File: config.mk
export PLATFORM = sky130hd
export DESIGN_NAME = fetch_unit
export DESIGN_NICKNAME = d
export VERILOG_FILES = /design/src/rtl/fetch_unit.sv
export SDC_FILE = /design/constraint.sdc
export NUM_CORES = 1
export LEC_CHECK = 0
export CAP_MARGIN = 10
export CORE_MARGIN = 4
export CORE_UTILIZATION = 49
export DETAILED_ROUTE_END_ITERATION = 6
export PLACE_DENSITY = 0.81
export SLEW_MARGIN = 15
export SYNTH_ARGS = -nofsm -noshare
export SYNTH_HDL_FRONTEND = slang
export SYNTH_SLANG_ARGS = --single-unit
File: constraint.sdc
create_clock -name clk -period 3.1 [get_ports clk]
set_clock_uncertainty 0.2 [all_clocks]
set_input_delay 0.62 -clock clk [delete_from_list [all_inputs] [get_ports clk]]
set_output_delay 0.62 -clock clk [all_outputs]
set_load 0.02 [all_outputs]
File: src/rtl/fetch_unit.sv
`default_nettype none
// +--------------------------------------------------------------------------+
// | Module   : fetch_unit                                                    |
// | Purpose  : Instruction fetch stage. Issues one instruction-memory         |
// |            request at a time, tracks the PC, and feeds the IF/ID         |
// |            pipeline register with stall, flush and redirect handling.    |
// | Options  : FETCH_SKID_EN - one-entry skid buffer that parks a response    |
// |            arriving during a decode stall. Without it, that word is      |
// |            discarded and fetched again.                                   |
// | Revision : 1.0 - initial release                                         |
// +--------------------------------------------------------------------------+
module fetch_unit #(
    parameter logic [31:0] RESET_PC  = 32'h0000_0000,
    parameter logic [31:0] NOP_INSTR = 32'h0000_0013
) (
    input  logic        clk,
    input  logic        reset,
    input  logic        stallf,
    input  logic        stalld,
    input  logic        flushd,
    input  logic        pcsrce,
    input  logic [31:0] pctargete,
    output logic        imemreq,
    output logic [31:0] imemaddr,
    input  logic        imemgnt,
    input  logic        imemrvalid,
    input  logic [31:0] imemrdata,
    output logic [31:0] instrd,
    output logic [31:0] pcd,
    output logic [31:0] pcplus4d,
    output logic        validd
);

    localparam logic [0:0] c_REQ  = 1'b0;
    localparam logic [0:0] c_WAIT = 1'b1;

    logic [0:0]  state_q, state_d;
    logic [31:0] pcf_q, pcf_d;
    logic [31:0] reqpc_q, reqpc_d;
    logic        drop_q, drop_d;
    logic [31:0] instrd_q, instrd_d;
    logic [31:0] pcd_q, pcd_d;
    logic [31:0] pcplus4d_q, pcplus4d_d;
    logic        validd_q, validd_d;

    logic        w_grant;
    logic        w_resp;
    logic        w_accept;
    logic        w_park;
    logic        w_refetch;
    logic        w_buf_valid;
    logic [31:0] w_buf_instr;
    logic [31:0] w_buf_pc;

    // A response that coincides with a redirect belongs to the old path, so
    // it is discarded outright rather than arming the drop flag.
    assign w_grant  = imemreq && imemgnt;
    assign w_resp   = (state_q == c_WAIT) && imemrvalid;
    assign w_accept = w_resp && !drop_q && !pcsrce;
    assign w_park   = w_accept && stalld && !flushd;

`ifdef FETCH_SKID_EN
    logic        buf_valid_q, buf_valid_d;
    logic [31:0] buf_instr_q, buf_instr_d;
    logic [31:0] buf_pc_q, buf_pc_d;

    // Skid buffer: park a response blocked by a decode stall; drain on release.
    always_comb begin
        buf_valid_d = buf_valid_q;
        buf_instr_d = buf_instr_q;
        buf_pc_d    = buf_pc_q;
        if (flushd || pcsrce) begin
            buf_valid_d = 1'b0;
        end else if (w_park) begin
            buf_valid_d = 1'b1;
            buf_instr_d = imemrdata;
            buf_pc_d    = reqpc_q;
        end else if (buf_valid_q && !stalld) begin
            buf_valid_d = 1'b0;
        end
    end

    // Skid buffer register.
    always_ff @(posedge clk) begin
        if (reset) begin
            buf_valid_q <= 1'b0;
            buf_instr_q <= NOP_INSTR;
            buf_pc_q    <= 32'h0;
        end else begin
            buf_valid_q <= buf_valid_d;
            buf_instr_q <= buf_instr_d;
            buf_pc_q    <= buf_pc_d;
        end
    end

    assign w_buf_valid = buf_valid_q;
    assign w_buf_instr = buf_instr_q;
    assign w_buf_pc    = buf_pc_q;
    assign w_refetch   = 1'b0;
`else
    assign w_buf_valid = 1'b0;
    assign w_buf_instr = NOP_INSTR;
    assign w_buf_pc    = 32'h0;
    assign w_refetch   = w_park;
`endif

    // FSM state register plus all fetch-side and IF/ID flops.
    always_ff @(posedge clk) begin
        if (reset) begin
            state_q    <= c_REQ;
            pcf_q      <= RESET_PC;
            reqpc_q    <= RESET_PC;
            drop_q     <= 1'b0;
            instrd_q   <= NOP_INSTR;
            pcd_q      <= 32'h0;
            pcplus4d_q <= 32'h0;
            validd_q   <= 1'b0;
        end else begin
            state_q    <= state_d;
            pcf_q      <= pcf_d;
            reqpc_q    <= reqpc_d;
            drop_q     <= drop_d;
            instrd_q   <= instrd_d;
            pcd_q      <= pcd_d;
            pcplus4d_q <= pcplus4d_d;
            validd_q   <= validd_d;
        end
    end

    // FSM next state: one request in flight, wait for its response.
    always_comb begin
        state_d = state_q;
        case (state_q)
            c_REQ:   if (w_grant)    state_d = c_WAIT;
            c_WAIT:  if (imemrvalid) state_d = c_REQ;
            default: state_d = c_REQ;
        endcase
    end

    // FSM outputs: request only when fetch is free and nothing is parked.
    always_comb begin
        imemreq  = !reset && (state_q == c_REQ) && !stallf && !w_buf_valid;
        imemaddr = pcf_q;
    end

    // PC, request PC and drop flag; a redirect overrides every other PC update.
    always_comb begin
        pcf_d   = pcf_q;
        reqpc_d = reqpc_q;
        drop_d  = drop_q;
        if (w_grant) begin
            pcf_d   = pcf_q + 32'd4;
            reqpc_d = pcf_q;
        end
        if (w_refetch) begin
            pcf_d = reqpc_q;
        end
        if (w_resp) begin
            drop_d = 1'b0;
        end
        if (pcsrce) begin
            pcf_d = pctargete;
            if (((state_q == c_WAIT) && !imemrvalid) || w_grant) begin
                drop_d = 1'b1;
            end
        end
    end

    // IF/ID load: flush > stall > parked entry > new response > bubble.
    always_comb begin
        instrd_d   = instrd_q;
        pcd_d      = pcd_q;
        pcplus4d_d = pcplus4d_q;
        validd_d   = validd_q;
        if (flushd || (!stalld && !w_buf_valid && !w_accept)) begin
            instrd_d   = NOP_INSTR;
            pcd_d      = 32'h0;
            pcplus4d_d = 32'h0;
            validd_d   = 1'b0;
        end else if (!stalld && w_buf_valid) begin
            instrd_d   = w_buf_instr;
            pcd_d      = w_buf_pc;
            pcplus4d_d = w_buf_pc + 32'd4;
            validd_d   = 1'b1;
        end else if (!stalld) begin
            instrd_d   = imemrdata;
            pcd_d      = reqpc_q;
            pcplus4d_d = reqpc_q + 32'd4;
            validd_d   = 1'b1;
        end
    end

    assign instrd   = instrd_q;
    assign pcd      = pcd_q;
    assign pcplus4d = pcplus4d_q;
    assign validd   = validd_q;

endmodule
`default_nettype wire
Word-level counts from Yosys, hierarchy flattened:

Index checks and enable logic that the tools add are counted.

* register bits: 163
* output and inout bits: 130

* add/sub/neg operators: 2
* multiplexer cells: 9
* bitwise gates (word level): 1
* reductions and logical operators: 22

Operators with widths (number)
* $mux W32: 3
* $add A32 B3 Y32 const B: 2
* $logic_and A1 B1 Y1: 10
* $logic_not A1 Y1: 8
* $mux W1: 5
* $reduce_bool A3 Y1: 1
* $logic_or A1 B1 Y1: 2
* $pmux W1 S2: 1
* $reduce_or A2 Y1: 1
* $not A1 Y1: 1

Logic depth before layout (Yosys ltp):

* word-level depth: 7
* mapped depth: 8
* gate-level depth less buffers: 6

Worst setup path after synthesis:

No wires, ideal clock.

* path kind: input port to output port
* start: input reset
* end: output imemreq
* arrival time: 1.711 ns
* required time: 2.280 ns
* slack: 0.569 ns
* stages: 4
* cells stage by stage: clkbuf_1 buf_1 clkbuf_1 nor3_1

* cells in the longest elaborated chain, start to end: 3

Ends and longest elaborated chain
* start: declaration: RTL line 17 `input logic reset,`
* $logic_not A1 Y1: RTL line 142 `imemreq = !reset && (state_q == c_REQ) && !stallf && !w_buf_valid;`
* $logic_and A1 B1 Y1 (2 in a row): RTL line 142
* end: declaration: RTL line 23 `output logic imemreq,`

Every way passes these cells.

Worst setup path in the final report:

Same ends and word-level chain as after synthesis.

==> results.toml <==
[pwr]
swShare = 0.243
clockPowerShare = 0.435
p_leak_nw = 3.80
p_total_mw = 4.99
power_density_nw_per_um2 = 485
seqPwrFrac = 0.446
irDropWorstVdd_uv = 413
switching_power_mw = 1.21
p_int_mw = 3.78
pwr-share-comb = 0.119

[clock_tree]
path_clk_slew_ps = 60
cts-buffers-inserted = 17
clock_sinks = 161
root_buffer = "clkbuf_16"
cts_hold_buf = 0
cts_resized = 0
cts_post_setup_buffers_inserted = 0
clk_latency_ps = 420
clockBufferDepth = 2
cts_tree = "done"
ctsHtreeMaxLevel = 4

[worst_hold_path]
hold_depth = 2
worstHoldStart = "validd"
hold_class = "flip-flop to flip-flop"

[critical_path]
worstPathCellList = "clkdlybuf4s50_1 > buf_4 > nor3_1 > clkdlybuf4s50_1"
cp-start-kind = "input port"
crit_type = "input port to output pin"
crit_path_start = "reset"
crit_path_top_delay_cell = "clkdlybuf4s50_1"
r2r_start = "imemaddr[2]"
r2r_slack_ps = 640
crit_required_ps = 2280
path_common_cell = "clkdlybuf4s50_1"
critPathMaxFanout = 11
cp.arrival_ps = 2040
end_kind = "output pin"
cpPeakStageDelay_ps = 640
reg2reg_depth = 7

[place]
dp_slack_ps = 117
portBuffers = 201
placed_area_um2 = 9670
dp_hpwl_um = 16400
place_inst = 1241
routabilityCongestion = 0.914

[floorplan]
core-area_um2 = 14600
num_rows = 44
io_pins = 202
die_y_um = 131
dieArea_um2 = 17100
die-width_um = 131
start_util = 0.503

[finish]
drive_gt1_frac = 0.0781
finalNetCount = 1150
fin_cells = 1272
post-route-util = 0.702
area_growth_pct = 39.6
nFillCells = 1152
design_area_um2 = 10300
antennaDiodeCount = 0

[synth]
synth_seq_cells = 161
syn_nets = 957
syn_inst = 883
ys_top_cells_by_count = "161 x dfxtp_1, 110 x nand2_1, 110 x nor2_1, 65 x mux2i_1, 59 x o21ai_0"
synth_top_area_frac = 0.437
yosysMostFrequentCell = "dfxtp_1"
yosysSeqAreaShare = 0.437
synth_edf_count = 0
yosys_warnings = 0
synth_top_area_cell = "dfxtp_1"
avgSynthCellArea_um2 = 8.34
yosys-top-cells-area = "dfxtp_1 44%, mux2i_1 8.8%, nand2_1 5.6%"
syn-cell-area_um2 = 7370
postSynth.asyncResetShare = 0
synthFlopType = "dfxtp_1"
synth_cell_types = 60

[timing]
slew_headroom = 0.456
tightest_slew_ps = 817
finalSetupViolCount = 0
finalMaxSlewViolations = 0
rsz0062_at_grt = "no"
hold_slack_ps = 256
finalSetupTns_ps = 0
fmax_ghz = 0.349
period_share = 0.923
fin_crit_ps = 2860
setup_ws_ps = 238
finalHoldViolCount = 0

[outcome]
outcome = "finished clean"

[global_route]
overflow = 0
grt_usage = 0.259
antenna_found_initial = 0
grt_pass1_wl_um = 35100
grt_start_max_net_pins = 54
grt_pass1_vias = 6722

[routing]
avgRoutedWirePerCell_um = 17.8
drt-vias-per-instance = 5.75
drt_wl_total_um = 22700
drt_iter0_drc = 671
via_count = 7309
detail-route-antenna-nets = 0
dr.pass1.iters = 6
drc_errors = 0

[flow_run]
maxCapViolCount = 0
-- layout by cell type, fill, tap and decap left out, drive strengths merged, types with 23 or more instances in the layout --
cell type	netlist	layout
clkdlybuf4s50	0	199
dfxtp	161	161
nor2	110	110
nand2	110	110
mux2i	65	65
o21ai	60	60
a21oi	58	58
buf	27	44
nand3	31	31
nand4	26	26
clkbuf	42	23
-- metal layers --
metal / wire length (um) / vias to the layer above / global-route usage
met2: 10100 / 393 / 0.395
met1: 9910 / 3365 / 0.359
met5: 0 / - / 0
li1: - / 3504 / -
met4: 605 / 0 / 0.109
met3: 2090 / 47 / 0.0516
-- final timing paths --
path | end
hold / removal | validd
setup reg to reg | imemaddr[26]
setup / recovery | imemreq
hold reg to reg | validd
-- critical path, delay by kind of cell --
kind	cells	cell delay, ps
buffers and inverters	3	1240
and+or+nand+nor	1	190
-- cell families after synthesis --
logic type,share of synthesized area
adder cells (fa/ha/maj),0.00340
buffers and inverters,0.0436
AND/OR/NAND/NOR,0.237
XOR/XNOR,0.0416
flip-flops,0.437
AO/OA/AOI/OAI,0.147
multiplexers,0.0898
-- power groups by stage --
stage	combinational (mW)	clock [mW]	sequential, mW
2_1_floorplan	0.264	0	2.29
5_1_grt	0.639	2.27	2.23
3_3_place_gp	0.580	0	2.26
4_1_cts	0.592	2.19	2.22
3_5_place_dp	0.586	0	2.27
6_report	0.595	2.17	2.22
-- flip-flops by register name (all words and copies together), names as in the netlist --
register,count
drop_q,1
imemaddr,32
instrd,32
pcd,32
pcplus4d,30
reqpc_q,32
state_q,1
validd,1
-- final cells by class --
class / count / area [um^2] / share of cell area
Inverter: 9 / 33.8 / 0.00328
Clock buffer: 23 / 488 / 0.0474
Tap cell: 184 / 230 / 0.0224
Multi-Input combinational cell: 644 / 3840 / 0.373
Sequential cell: 161 / 3220 / 0.313
Clock inverter: 8 / 126 / 0.0123
Timing Repair Buffer: 243 / 2340 / 0.228
Note: power is estimated with default switching activity, not from simulation.
